`config.mk`:
```
export PLATFORM = sky130hd
export DESIGN_NAME = fetch_unit
export DESIGN_NICKNAME = d
export VERILOG_FILES = /design/src/rtl/fetch_unit.sv
export SDC_FILE = /design/constraint.sdc
export NUM_CORES = 1
export LEC_CHECK = 0
export ABC_AREA = 1
export CAP_MARGIN = 20
export CORE_MARGIN = 2
export CORE_UTILIZATION = 46
export DETAILED_ROUTE_END_ITERATION = 12
export PLACE_DENSITY_LB_ADDON = 0.05
export SYNTH_ARGS = -nofsm -noshare
export SYNTH_HDL_FRONTEND = slang
export SYNTH_SLANG_ARGS = --single-unit
```
`constraint.sdc`:
```
create_clock -name clock -period 7.2 [get_ports clock]
set_clock_uncertainty 0.05 [all_clocks]
set_input_delay 1.8 -clock clock [delete_from_list [all_inputs] [get_ports clock]]
set_output_delay 1.8 -clock clock [all_outputs]
set_load 0.005 [all_outputs]
```
`src/rtl/fetch_unit.sv`:
```
// ---------------------------------------------------------------------------
// fetch_unit
//
// Instruction-fetch front end. Owns the program counter, issues in-order
// word-aligned requests to instruction memory, buffers the returning
// instruction words in a small in-order queue and hands {pc, inst} pairs to
// the decode stage over a valid/ready handshake. A redirect from a later
// stage flushes everything buffered and in flight and restarts fetch at the
// new target.
//
// Parameters
//   XLEN      data/address width
//   RESET_PC  PC loaded on reset
//   QDEPTH    queue slots (power of two, >= 2); bounds requests in flight
//             plus buffered instructions
//
// Ports
//   clock, reset          rising-edge clock, synchronous active-high reset
//   io_imem_req_*         request channel to instruction memory (valid/ready)
//   io_imem_resp_*        in-order response channel, no backpressure
//   io_redirect_*         flush and restart fetch at io_redirect_pc
//   io_out_*              {pc, inst} towards decode (valid/ready)
//
// Optional build macro
//   FETCH_PERF_EN  adds io_perf_fetched (output handshakes) and
//                  io_perf_bubbles (cycles where decode was ready but no
//                  instruction was offered). Both are 32-bit wrapping
//                  counters cleared by reset.
// ---------------------------------------------------------------------------
module fetch_unit #(
  parameter int              XLEN     = 32,
  parameter logic [XLEN-1:0] RESET_PC = '0,
  parameter int              QDEPTH   = 2
) (
  input  logic            clock,
  input  logic            reset,
  output logic            io_imem_req_valid,
  input  logic            io_imem_req_ready,
  output logic [XLEN-1:0] io_imem_req_addr,
  input  logic            io_imem_resp_valid,
  input  logic [XLEN-1:0] io_imem_resp_data,
  input  logic            io_redirect_valid,
  input  logic [XLEN-1:0] io_redirect_pc,
  output logic            io_out_valid,
  input  logic            io_out_ready,
  output logic [XLEN-1:0] io_out_pc,
  output logic [XLEN-1:0] io_out_inst
`ifdef FETCH_PERF_EN
  ,
  output logic [31:0]     io_perf_fetched,
  output logic [31:0]     io_perf_bubbles
`endif
);

  localparam int PW = $clog2(QDEPTH);
  localparam int CW = $clog2(QDEPTH + 1);

  localparam logic [PW-1:0]   PTR_ONE   = PW'(1);
  localparam logic [CW-1:0]   CNT_ONE   = CW'(1);
  localparam logic [CW:0]     SUM_ONE   = (CW + 1)'(1);
  localparam logic [CW:0]     DEPTH_SUM = (CW + 1)'(QDEPTH);
  localparam logic [XLEN-1:0] PC_STEP   = XLEN'(4);

  // Architectural fetch PC (next address to request)
  logic [XLEN-1:0] pc;

  // Queue storage: one entry per outstanding or buffered fetch
  logic [XLEN-1:0] slot_pc   [QDEPTH];
  logic [XLEN-1:0] slot_inst [QDEPTH];
  logic [QDEPTH-1:0] slot_filled;

  // head: oldest entry, alloc: next free slot, fill: next slot awaiting data
  logic [PW-1:0] head;
  logic [PW-1:0] alloc;
  logic [PW-1:0] fill;

  // occ: live entries, pending: live entries still waiting for imem,
  // drop_cnt: responses still owed by imem for flushed requests
  logic [CW-1:0] occ;
  logic [CW-1:0] pending;
  logic [CW-1:0] drop_cnt;
  logic [CW-1:0] occ_next;
  logic [CW-1:0] pending_next;
  logic [CW-1:0] drop_next;

  logic [CW:0] budget_used;
  logic [CW:0] flush_sum;

  logic accept;
  logic fire;
  logic resp_fill;
  logic resp_drop;

  // Every request the imem still owes us (live or flushed) occupies budget,
  // so a flushed stream cannot overrun the queue when its data trickles back.
  assign budget_used = {1'b0, occ} + {1'b0, drop_cnt};

  assign io_imem_req_valid = !reset && !io_redirect_valid && (budget_used < DEPTH_SUM);
  assign io_imem_req_addr  = pc;

  assign io_out_valid = !reset && !io_redirect_valid && slot_filled[head];
  assign io_out_pc    = slot_pc[head];
  assign io_out_inst  = slot_inst[head];

  assign accept = io_imem_req_valid && io_imem_req_ready;
  assign fire   = io_out_valid && io_out_ready;

  // Responses pay off flushed requests first because the imem answers in
  // order and flushed requests were always issued before live ones.
  assign resp_drop = io_imem_resp_valid && !io_redirect_valid && (drop_cnt != '0);
  assign resp_fill = io_imem_resp_valid && !io_redirect_valid && (drop_cnt == '0) && (pending != '0);

  // Bookkeeping counters. On a redirect all live unfilled entries become
  // owed drops; a response arriving in that same cycle belongs to the old
  // stream and pays one of them off immediately.
  always_comb begin
    occ_next     = occ;
    pending_next = pending;
    drop_next    = drop_cnt;
    flush_sum    = {1'b0, drop_cnt} + {1'b0, pending};
    if (io_redirect_valid) begin
      occ_next     = '0;
      pending_next = '0;
      if (io_imem_resp_valid && (flush_sum != '0)) begin
        flush_sum = flush_sum - SUM_ONE;
      end
      drop_next = flush_sum[CW-1:0];
    end else begin
      if (accept && !fire) begin
        occ_next = occ + CNT_ONE;
      end else if (!accept && fire) begin
        occ_next = occ - CNT_ONE;
      end
      if (accept && !resp_fill) begin
        pending_next = pending + CNT_ONE;
      end else if (!accept && resp_fill) begin
        pending_next = pending - CNT_ONE;
      end
      if (resp_drop) begin
        drop_next = drop_cnt - CNT_ONE;
      end
    end
  end

  // Counter registers
  always_ff @(posedge clock) begin
    if (reset) begin
      occ      <= '0;
      pending  <= '0;
      drop_cnt <= '0;
    end else begin
      occ      <= occ_next;
      pending  <= pending_next;
      drop_cnt <= drop_next;
    end
  end

  // PC, queue pointers and slot contents. Allocation, fill and release can
  // all happen in one cycle; they always touch different slots because an
  // allocation only happens into a free slot, a fill only into an allocated
  // unfilled slot and a release only from a filled head slot.
  always_ff @(posedge clock) begin
    if (reset) begin
      pc          <= RESET_PC;
      head        <= '0;
      alloc       <= '0;
      fill        <= '0;
      slot_filled <= '0;
      for (int i = 0; i < QDEPTH; i++) begin
        slot_pc[i]   <= '0;
        slot_inst[i] <= '0;
      end
    end else if (io_redirect_valid) begin
      pc          <= {io_redirect_pc[XLEN-1:2], 2'b00};
      head        <= '0;
      alloc       <= '0;
      fill        <= '0;
      slot_filled <= '0;
    end else begin
      if (accept) begin
        slot_pc[alloc]     <= pc;
        slot_filled[alloc] <= 1'b0;
        alloc              <= alloc + PTR_ONE;
        pc                 <= pc + PC_STEP;
      end
      if (resp_fill) begin
        slot_inst[fill]   <= io_imem_resp_data;
        slot_filled[fill] <= 1'b1;
        fill              <= fill + PTR_ONE;
      end
      if (fire) begin
        slot_filled[head] <= 1'b0;
        head              <= head + PTR_ONE;
      end
    end
  end

`ifdef FETCH_PERF_EN
  // Performance counters; io_out_valid is already forced low during reset,
  // and the reset branch clears them anyway.
  always_ff @(posedge clock) begin
    if (reset) begin
      io_perf_fetched <= '0;
      io_perf_bubbles <= '0;
    end else begin
      if (fire) begin
        io_perf_fetched <= io_perf_fetched + 32'd1;
      end
      if (io_out_ready && !io_out_valid) begin
        io_perf_bubbles <= io_perf_bubbles + 32'd1;
      end
    end
  end
`endif

endmodule

```
**After elaboration in Yosys (flattened, before gate mapping)**

Memory sizes are Yosys's and may differ from the RTL's. A register that Yosys moved wholly into a read port is not among the register bits.
Index checks and enable logic that the tools add are counted.
W data, S select, Z words.

- Bits in registers: 43
- Output and inout port bits: 98
- RAM bits: 128
- Memories: 2
- Input port bits: 70

Memories:

| name | depth | bits a word | read ports | clocked after Yosys merged registers in | wr ports | RTL line | text |
|---|---|---|---|---|---|---|---|
| slot_inst | 2 | 32 | 1 | 1 | 2 | 69 | `logic [XLEN-1:0] slot_inst [QDEPTH];` |
| slot_pc | 2 | 32 | 1 | 1 | 2 | 68 | `logic [XLEN-1:0] slot_pc [QDEPTH];` |

- Magnitude comparators: 7
- Add/subtract/negate cells: 12
- Muxes and demuxes: 44
- Reduce and logical (&&, ||, !) cells: 33
- Bitwise logic cells: 5

Operator list:

| operator | number |
|---|---|
| $mux W32 | 4 |
| $reduce_or A32 Y1 | 2 |
| $add A32 B3 Y32 const B | 1 |
| $mux W2 | 14 |
| $mux W1 | 23 |
| $logic_and A1 B1 Y1 | 17 |
| $reduce_bool A2 Y1 | 6 |
| $sub A2 B1 Y2 const B | 4 |
| $add A2 B2 Y3 | 2 |
| $lt A1 B2 Y1 const B | 3 |
| $logic_not A1 Y1 | 5 |
| $add A2 B1 Y2 const B | 2 |
| $and A2 B2 Y2 | 2 |
| $not A2 Y2 | 2 |
| $add A1 B1 Y1 const B | 3 |
| $demux W1 S1 | 3 |
| $ge A1 B1 Y1 const B | 3 |
| $lt A3 B2 Y1 const B | 1 |
| $reduce_bool A3 Y1 | 1 |
| $logic_not A2 Y1 | 1 |
| $or A2 B2 Y2 | 1 |
| $reduce_or A2 Y1 | 1 |

**Logic depth before layout (Yosys ltp)**

Gate-level depths: netlist of run 1.

- Word-level depth: 15
- Depth in mapped cells: 13

**Worst setup path after synthesis of run 1**

No wires, ideal clock.

- Path kind: input to output
- From: in io_redirect_valid
- To: out io_imem_req_valid
- Cell stages on the path: 4
- Required time: 5.350 ns
- Arrival time: 2.328 ns
- Path slack: 3.022 ns
- Cells stage by stage: buf_6 nor2_8 inv_1 nor3_1

- Word-level cells in the longest chain between the ends: 3

Ends and longest elaborated chain:

| item | RTL line | text |
|---|---|---|
| start, declared | 42 | `input logic io_redirect_valid,` |
| $logic_not A1 Y1 | 98 | `assign io_imem_req_valid = !reset && !io_redirect_valid && (budget_used < DEPTH_SUM);` |
| $logic_and A1 B1 Y1 (2 in a row) | 98 |  |
| end, declared | 37 | `output logic io_imem_req_valid,` |

Every way passes these cells.

**Final worst setup path of run 1**

Ends and elaborated chain as after synthesis.

==> results.sh, run 1 <==
export IMPL_min_period_over_period=0.737
export IMPL_synth_area_mm2=0.00814
export IMPL_multi_input_area_mm2=0.00290
export IMPL_pin_count=168
export IMPL_drc=0
export IMPL_grt_max_degree=37
export IMPL_crit_chain="clkdlybuf4s50_1 -> buf_4 -> nor2_8 -> inv_1 -> nor3_1 -> clkdlybuf4s50_1"
export IMPL_critPathLaunchType="input port"
export IMPL_io_buffers=161
export IMPL_drv_slew=0
export IMPL_hold_viol=0
export IMPL_area_growth_pct=28.6
export IMPL_antenna_found_initial=0
export IMPL_cp_arrival_ns=3.46
export IMPL_start_util=0.470
export IMPL_path_max_fanout=36
export IMPL_rsz0062_at_grt="false"
export IMPL_status="complete, no violations"
export IMPL_clock_path_buffers=2
export IMPL_cpMostUsedCell="clkdlybuf4s50_1"
export IMPL_seqCellArea_mm2=0.00457
export IMPL_n_fill_cell=1581
export IMPL_critical_path_class="input port to output port"
export IMPL_setup_viol=0
export IMPL_leakage_nw=4.09
export IMPL_synth_seq_cells=166
export IMPL_max_vdd_ir_drop_v=0.000165
export IMPL_tightest_slew_ns=0.937
export IMPL_cts_resized=0
export IMPL_path_delay_family="buffers and inverters"
export IMPL_wirelength_um=18700
export IMPL_clockRootBuffer="clkbuf_16"
export IMPL_synth_top_cell_by_area="edfxtp_1"
export IMPL_overflow=0
export IMPL_tritoncts="yes"
export IMPL_setup_tns_ns=0
export IMPL_place_congestion=0.892
export IMPL_die_area_mm2=0.0188
export IMPL_gr_usage_all_layers=0.204
export IMPL_yosysMostFrequentCell="nor2_1"
export IMPL_drt_initial_drc_count=310
export IMPL_yosys_top_cells_count="155 x nor2_1, 134 x nand2_1, 124 x edfxtp_1"
export IMPL_grt_pass1_wl_um=28900
export IMPL_final_nets=1076
export IMPL_hpwl_um=12800
export IMPL_hold_buffers=0
export IMPL_async_flop_share=0
export IMPL_synthTopCellsByArea="edfxtp_1 46%, dfxtp_1 10%, mux2_2 8.6%, nor2_1 7.2%, nand2_1 6.2%"
export IMPL_numCtsBuffers=17
export IMPL_grt_pass1_vias=5561
export IMPL_yosysSeqAreaShare=0.561
export IMPL_die_h_um=137
export IMPL_timing_slew_headroom=0.375
export IMPL_syn_area_per_cell_um2=9.67
export IMPL_drt_first_pass_iters=4
export IMPL_ys_types=38
export IMPL_worst_hold_path_type="register to register"
export IMPL_fmax_ghz=0.188
export IMPL_crit_buf_inv=4
export IMPL_synth_edff_count=124
export IMPL_critPathSlowestCell="clkdlybuf4s50_1"
export IMPL_end_kind="output port"
export IMPL_vias=5988
export IMPL_clock_latency_ns=0.42
export IMPL_fin_util=0.605
export IMPL_fp_row_count=48
export IMPL_vias_per_cell=4.85
export IMPL_fin_crit_ns=5.31
export IMPL_diodes=0
export IMPL_clk_pin_slew_worst_paths_ns=0.06
export IMPL_max_cap_violations=0
export IMPL_post_drt_wl_per_cell_um=15.1
export IMPL_yosys_most_used_dff="edfxtp_1"
export IMPL_p_per_area_mw_per_mm2=212
export IMPL_ant_nets=0
export IMPL_rrSetupSlack_ns=4.46
export IMPL_syn_inst=841
export IMPL_cts_sink_count=166
export IMPL_cp_required_ns=5.35
export IMPL_synth_warnings=0
export IMPL_die_w_um=137
export IMPL_h_tree_depth=4
export IMPL_synth_top_area_share=0.458
export IMPL_drive_gt1_frac=0.133
export IMPL_post_cts_repair_setup_buffers=0
export IMPL_core_area_mm2=0.0173
export IMPL_critPathMaxStageDelay_ns=0.52
==> worst paths after layout <==
kind / cells after the start / from / to
worst min register to register: 2 / occ[1]$_SDFFE_PP0P_ / occ[1]$_SDFFE_PP0P_
worst min-delay path: 2 / occ[1]$_SDFFE_PP0P_ / occ[1]$_SDFFE_PP0P_
worst max-delay path: 6 / io_redirect_valid / io_imem_req_valid
worst max register to register: 10 / drop_cnt[0]$_SDFFE_PP0P_ / slot_pc[1][30]$_SDFFCE_PN0P_
==> cells in the final DEF, fill, tap and decap left out, types with 7 or more instances in the layout <==
cell,Yosys,layout
buf_4,4,10
a21oi_1,36,36
nand2_2,7,7
xor2_1,9,9
mux2_2,62,62
a31oi_1,7,7
dfxtp_1,42,41
edfxtp_1,124,124
inv_1,116,116
nand2_1,134,134
clkdlybuf4s50_1,0,161
o21ai_0,33,33
clkbuf_16,0,17
nand3_1,33,33
nor2_1,155,155
nor2_4,9,9
==> logic make-up (layout without fill, tap and decap cells) <==
group / Yosys count / count (layout) / share of synthesized area
multiplexers: 62 / 62 / 0.0858
AND/OR/NAND/NOR: 358 / 358 / 0.191
AO/OA/AOI/OAI: 83 / 83 / 0.0537
buffers and inverters: 154 / 320 / 0.0843
adder cells (fa/ha/maj): 8 / 8 / 0.0141
flip-flops: 166 / 166 / 0.561
XOR/XNOR: 9 / 9 / 0.00969
other: 1 / 4 / 0.000461
==> worst reg2reg max path, cell delays in order, from the launching register on <==
cell and delay, ns:
dfxtp_1 0.41, nand2_1 0.07, inv_1 0.07, fa_1 0.42, nor2_1 0.20, nand3_4 0.24, nor2_1 0.15, inv_1 0.05
buf_4 0.24, nand2_1 0.10, buf_4 0.38
==> metrics by stage <==
| step | total power, W | setup slack [ns] | hold slack, ns | instances | cell area (um^2) |
|---|---|---|---|---|---|
| after global placement | 0.00134 | 1.85 | 0.435 | 1204 | 9880 |
| after CTS | 0.00223 | 1.85 | 0.450 | 1235 | 10500 |
| after global routing | 0.00230 | 1.73 | 0.489 | 1235 | 10500 |
| after detailed placement | 0.00135 | 1.85 | 0.435 | 1204 | 9880 |
| final | 0.00222 | 1.89 | 0.444 | 1235 | 10500 |
| after floorplan | 0.00122 | 3.02 | 0.414 | 844 | 8150 |
==> where the power goes <==
| part | switching [W] | leakage (nW) | internal, W | total [W] |
|---|---|---|---|---|
| sequential | 0.0000253 | 1.63 | 0.00107 | 0.00109 |
| combinational | 0.000110 | 2.20 | 0.000119 | 0.000229 |
| clock | 0.000381 | 0.264 | 0.000512 | 0.000893 |
| total | 0.000517 | 4.09 | 0.00170 | 0.00222 |
==> routing by layer <==
layer,vias to the layer above,wire length (um),part of all wire,track usage
met2,157,8770,0.47,0.321
li1,3036,-,-,-
met3,16,970,0.052,0.0385
met4,0,185,0.0099,0.0636
met1,2779,8760,0.47,0.286
met5,-,0,0,0
==> final cells by class <==
cell class	count	share of cell area
Clock buffer	17	0.0407
Clock inverter	14	0.0147
Inverter	118	0.0431
Multi-Input combinational cell	524	0.277
Sequential cell	166	0.436
Tap cell	225	0.0269
Timing Repair Buffer	171	0.161
==> registers in the layout (all words and copies together) (netlist names), named ones only <==
register,cells
drop_cnt,2
slot_inst,64
head,1
io_imem_req_addr,30
occ,2
alloc,1
slot_pc,60
fill,1
slot_filled,2
pending,2
No activity file was read; power rests on OpenSTA's default activity.
==> inputs of run 2 (changes only) <==
==> constraint.sdc (replaced) <==
create_clock -name clock -period 5.4 [get_ports clock]
set_clock_uncertainty 0.05 [all_clocks]
set_input_delay 1.35 -clock clock [delete_from_list [all_inputs] [get_ports clock]]
set_output_delay 1.35 -clock clock [all_outputs]
set_load 0.005 [all_outputs]
==> run 2 against run 1 <==
Compared with the run above: non-clock buffer count did not move; critical path depth fell by 1; routed wire length fell by 0.12%; via count barely moved; critical path type unchanged; highest routed layer unchanged.
==> results.sh, run 2 (same netlist as run 1, synthesis figures left out) <==
export IMPL_status="complete, no violations"
export IMPL_path_max_fanout=9
export IMPL_drive_gt1_frac=0.133
export IMPL_crit_chain="clkdlybuf4s50_1 -> nor2_8 -> inv_1 -> nor3_1 -> clkdlybuf4s50_1"
export IMPL_hold_slack_ns=0.452
export IMPL_setup_tns_ns=0
export IMPL_seqCellArea_mm2=0.00457
export IMPL_path_delay_family="buffers and inverters"
export IMPL_clock_latency_ns=0.42
export IMPL_critPathMaxStageDelay_ns=0.52
export IMPL_wirelength_um=18700
export IMPL_final_common_cell="clkdlybuf4s50_1"
export IMPL_die_w_um=137
export IMPL_fin_util=0.606
export IMPL_drc=0
export IMPL_leakage_nw=4.11
export IMPL_max_vdd_ir_drop_v=0.000239
export IMPL_max_cap_violations=0
export IMPL_h_tree_depth=4
export IMPL_regMostFlops="slot_inst"
export IMPL_clk_pin_slew_worst_paths_ns=0.06
export IMPL_start_util=0.470
export IMPL_die_area_mm2=0.0188
export IMPL_clock_path_buffers=2
export IMPL_gr_usage_all_layers=0.202
export IMPL_power_w=0.00300
export IMPL_critPathLaunchType="input port"
export IMPL_drv_slew=0
export IMPL_diodes=0
export IMPL_tightest_slew_ns=0.842
export IMPL_hold_viol=0
export IMPL_cts_resized=0
export IMPL_n_fill_cell=1517
export IMPL_drt_first_pass_iters=5
export IMPL_vias_per_cell=4.84
export IMPL_antenna_found_initial=0
export IMPL_overflow=0
export IMPL_ant_nets=0
export IMPL_fp_row_count=48
export IMPL_io_buffers=161
export IMPL_crit_buf_inv=3
export IMPL_end_kind="output port"
export IMPL_vias=5987
export IMPL_largest_reg_flops=64
export IMPL_setup_viol=0
export IMPL_grt_max_degree=63
export IMPL_p_per_area_mw_per_mm2=286
export IMPL_min_period_over_period=0.791
export IMPL_hold_buffers=0
export IMPL_critPathSlowestCell="clkdlybuf4s50_1"
export IMPL_final_nets=1076
export IMPL_cts_sink_count=166
export IMPL_clockRootBuffer="clkbuf_16"
export IMPL_die_h_um=137
export IMPL_area_growth_pct=28.9
export IMPL_post_cts_repair_setup_buffers=0
export IMPL_cpMostUsedCell="clkdlybuf4s50_1"
export IMPL_cp_arrival_ns=2.87
export IMPL_cp_required_ns=4.00
export IMPL_grt_pass1_vias=5494
export IMPL_layout_cells_most_common_list="161 x clkdlybuf4s50_1, 155 x nor2_1, 134 x nand2_1, 124 x edfxtp_1, 116 x inv_1"
export IMPL_grt_pass1_wl_um=28500
export IMPL_fmax_ghz=0.234
export IMPL_core_area_mm2=0.0173
export IMPL_drt_initial_drc_count=308
export IMPL_timing_slew_headroom=0.438
export IMPL_pin_count=168
export IMPL_place_congestion=0.893
export IMPL_rsz0062_at_grt="false"
export IMPL_multi_input_area_mm2=0.00290
export IMPL_tritoncts="yes"
export IMPL_post_drt_wl_per_cell_um=15.1
export IMPL_critical_path_class="input port to output port"
export IMPL_numCtsBuffers=17
export IMPL_worst_hold_path_type="register to register"
export IMPL_fin_crit_ns=4.27
export IMPL_hpwl_um=12600
[run 2: final timing paths]
kind,depth (start not counted),endpoint,from,slack [ns]
setup / recovery,5,io_imem_req_valid,io_redirect_valid,1.13
hold / removal,2,occ[1]$_SDFFE_PP0P_,occ[1]$_SDFFE_PP0P_,0.45
setup reg to reg,10,slot_pc[1][16]$_SDFFCE_PN0P_,drop_cnt[0]$_SDFFE_PP0P_,2.64
hold reg to reg,2,occ[1]$_SDFFE_PP0P_,occ[1]$_SDFFE_PP0P_,0.45
[run 2: power breakdown]
part | total (W) | switching, W | internal, W | leakage [nW]
combinational | 0.000305 | 0.000146 | 0.000158 | 2.20
sequential | 0.00146 | 0.0000347 | 0.00142 | 1.63
clock | 0.00124 | 0.000506 | 0.000733 | 0.288
total | 0.00300 | 0.000687 | 0.00232 | 4.11
[run 2: per-layer routing]
metal	vias up	global-route usage	part of all wire
li1	3042	-	-
met1	2763	0.281	0.46
met2	171	0.321	0.47
met3	11	0.0426	0.060
met4	0	0.0573	0.0073
met5	-	0	0
[run 2: layout make-up]
class / count / share of cell area
clock inverters: 14 / 0.0167
flip-flops and latches: 166 / 0.435
inverters: 118 / 0.0430
repair buffers: 171 / 0.161
multi-input cells: 524 / 0.276
clock buffers: 18 / 0.0409
well taps: 225 / 0.0268
[run 2: metrics by stage]
step                      setup slack (ns)  instances  instance area (um^2)
after global routing                 0.992       1236                 10500
final                                 1.13       1236                 10500
after detailed placement              1.12       1204                  9880
after global placement                1.12       1204                  9880
after floorplan                       2.12        844                  8150
after CTS                             1.11       1236                 10500
[run 2: worst register-to-register path: stages, from the launching register on]
cell,delay [ns]
dfxtp_1,0.42
nand2_1,0.07
inv_1,0.07
fa_1,0.42
nor2_1,0.20
nand3_4,0.24
nor2_1,0.16
inv_1,0.05
buf_4,0.24
nand2_1,0.10
buf_4,0.38
==> inputs of run 3 (changes only) <==
==> constraint.sdc (replaced) <==
create_clock -name clock -period 3.4 [get_ports clock]
set_clock_uncertainty 0.05 [all_clocks]
set_input_delay 0.85 -clock clock [delete_from_list [all_inputs] [get_ports clock]]
set_output_delay 0.85 -clock clock [all_outputs]
set_load 0.005 [all_outputs]
==> run 3 against run 2 <==
Compared with the run above: total power grew 49%; clock power grew 33%; critical path type unchanged; hold slack lost 0.00057 ns; worst setup slack lost 0.96 ns; combinational power grew 64%.
==> results.sh, run 3 (same netlist as run 1, synthesis figures left out) <==
export IMPL_fin_crit_ns=3.23
export IMPL_critPathSlowestCell="clkdlybuf4s50_1"
export IMPL_grt_max_degree=36
export IMPL_vias=6068
export IMPL_critical_path_class="input port to output port"
export IMPL_met2RoutedLength_um=8800
export IMPL_die_h_um=137
export IMPL_hold_viol=0
export IMPL_n_fill_cell=1548
export IMPL_status="complete, no violations"
export IMPL_cp_arrival_ns=2.33
export IMPL_cts_resized=0
export IMPL_worst_hold_path_type="register to register"
export IMPL_antenna_found_initial=0
export IMPL_drive_gt1_frac=0.134
export IMPL_setup_tns_ns=0
export IMPL_post_cts_repair_setup_buffers=0
export IMPL_diodes=0
export IMPL_numCtsBuffers=17
export IMPL_regMostFlops="slot_inst"
export IMPL_clock_path_buffers=2
export IMPL_min_period_over_period=0.951
export IMPL_cp_required_ns=2.50
export IMPL_rsz0062_at_grt="false"
export IMPL_fp_row_count=48
export IMPL_fmax_ghz=0.309
export IMPL_clock_latency_ns=0.41
export IMPL_wirelength_um=18800
export IMPL_post_drt_wl_per_cell_um=15.1
export IMPL_pin_count=168
export IMPL_max_vdd_ir_drop_v=0.000388
export IMPL_core_area_mm2=0.0173
export IMPL_place_congestion=0.912
export IMPL_setup_viol=0
export IMPL_gr_usage_all_layers=0.205
export IMPL_max_cap_violations=0
export IMPL_final_nets=1084
export IMPL_drv_slew=0
export IMPL_clk_pin_slew_worst_paths_ns=0.06
export IMPL_ant_nets=0
export IMPL_clockRootBuffer="clkbuf_16"
export IMPL_grt_pass1_wl_um=29400
export IMPL_drt_initial_drc_count=328
export IMPL_overflow=0
export IMPL_largest_reg_flops=64
export IMPL_wl_met3_um=1260
export IMPL_drt_first_pass_iters=5
export IMPL_path_max_fanout=9
export IMPL_critPathMaxStageDelay_ns=0.53
export IMPL_layout_cells_most_common_list="161 x clkdlybuf4s50_1, 155 x nor2_1, 134 x nand2_1, 124 x edfxtp_1, 116 x inv_1"
export IMPL_hold_buffers=0
export IMPL_die_area_mm2=0.0188
export IMPL_h_tree_depth=4
export IMPL_tritoncts="yes"
export IMPL_grt_pass1_vias=5795
export IMPL_io_buffers=161
export IMPL_p_per_area_mw_per_mm2=425
export IMPL_drc=0
export IMPL_highest_layer="met4"
export IMPL_vias_per_cell=4.88
export IMPL_wl_met1_um=8590
export IMPL_die_w_um=137
export IMPL_cts_sink_count=166
export IMPL_start_util=0.470
export IMPL_end_kind="output port"
export IMPL_crit_chain="clkdlybuf4s50_1 -> nor2_8 -> inv_1 -> nor3_1 -> clkdlybuf4s50_1"
export IMPL_power_w=0.00447
export IMPL_critPathLaunchType="input port"
export IMPL_hpwl_um=13200
export IMPL_area_growth_pct=29.2
export IMPL_leakage_nw=4.12
export IMPL_final_common_cell="clkdlybuf4s50_1"
export IMPL_cpMostUsedCell="clkdlybuf4s50_1"
==> run 3: cell types whose count changed in the layout (fill, tap and decap cells not counted), sizes merged <==
cell / before / now
buf: 10 / 18
bufinv: 3 / 0
inv: 122 / 118
clkinvlp: 3 / 5
clkbuf: 18 / 20
clkinv: 4 / 6
==> run 3: metal layers <==
layer,up-vias,track usage
met5,-,0
met2,189,0.328
met1,2819,0.284
met4,0,0.0493
met3,6,0.0459
li1,3054,-
==> run 3: final timing paths <==
path	depth (start not counted)	from	slack, ns	endpoint
max	5	io_redirect_valid	0.17	io_imem_req_valid
min	2	occ[1]$_SDFFE_PP0P_	0.45	occ[1]$_SDFFE_PP0P_
max reg2reg	11	drop_cnt[0]$_SDFFE_PP0P_	0.85	pending[1]$_SDFFE_PP0P_
min reg2reg	2	occ[1]$_SDFFE_PP0P_	0.45	occ[1]$_SDFFE_PP0P_
==> run 3: final cells by class <==
type | instances | area (um^2) | area share
Tap cell | 225 | 282 | 0.0268
Sequential cell | 166 | 4570 | 0.434
Clock buffer | 20 | 437 | 0.0415
Multi-Input combinational cell | 524 | 2900 | 0.276
Clock inverter | 11 | 62.6 | 0.00595
Inverter | 118 | 450 | 0.0428
Timing Repair Buffer | 179 | 1820 | 0.173
==> run 3: metrics by stage <==
step / cell area [um^2] / hold WS, ns / utilization / setup slack [ns] / std cells
floorplan: 8150 / 0.414 / - / 0.658 / 844
global placement: 10000 / 0.425 / 0.579 / 0.177 / 1212
detailed placement: 10000 / 0.438 / 0.579 / 0.151 / 1212
CTS: 10500 / 0.449 / 0.608 / 0.141 / 1243
global route: 10500 / 0.487 / 0.608 / 0.0775 / 1243
finish: 10500 / 0.451 / 0.608 / 0.168 / 1243
==> run 3: worst max-delay path, delay by kind of cell <==
kind | cells | cell delay [ns]
buffers and inverters | 3 | 1.12
AND/OR/NAND/NOR | 2 | 0.36
==> run 3: where the power goes <==
group | total (W) | switching (W) | internal (W)
logic | 0.000500 | 0.000236 | 0.000264
registers | 0.00232 | 0.0000539 | 0.00226
clock network | 0.00165 | 0.000737 | 0.000915
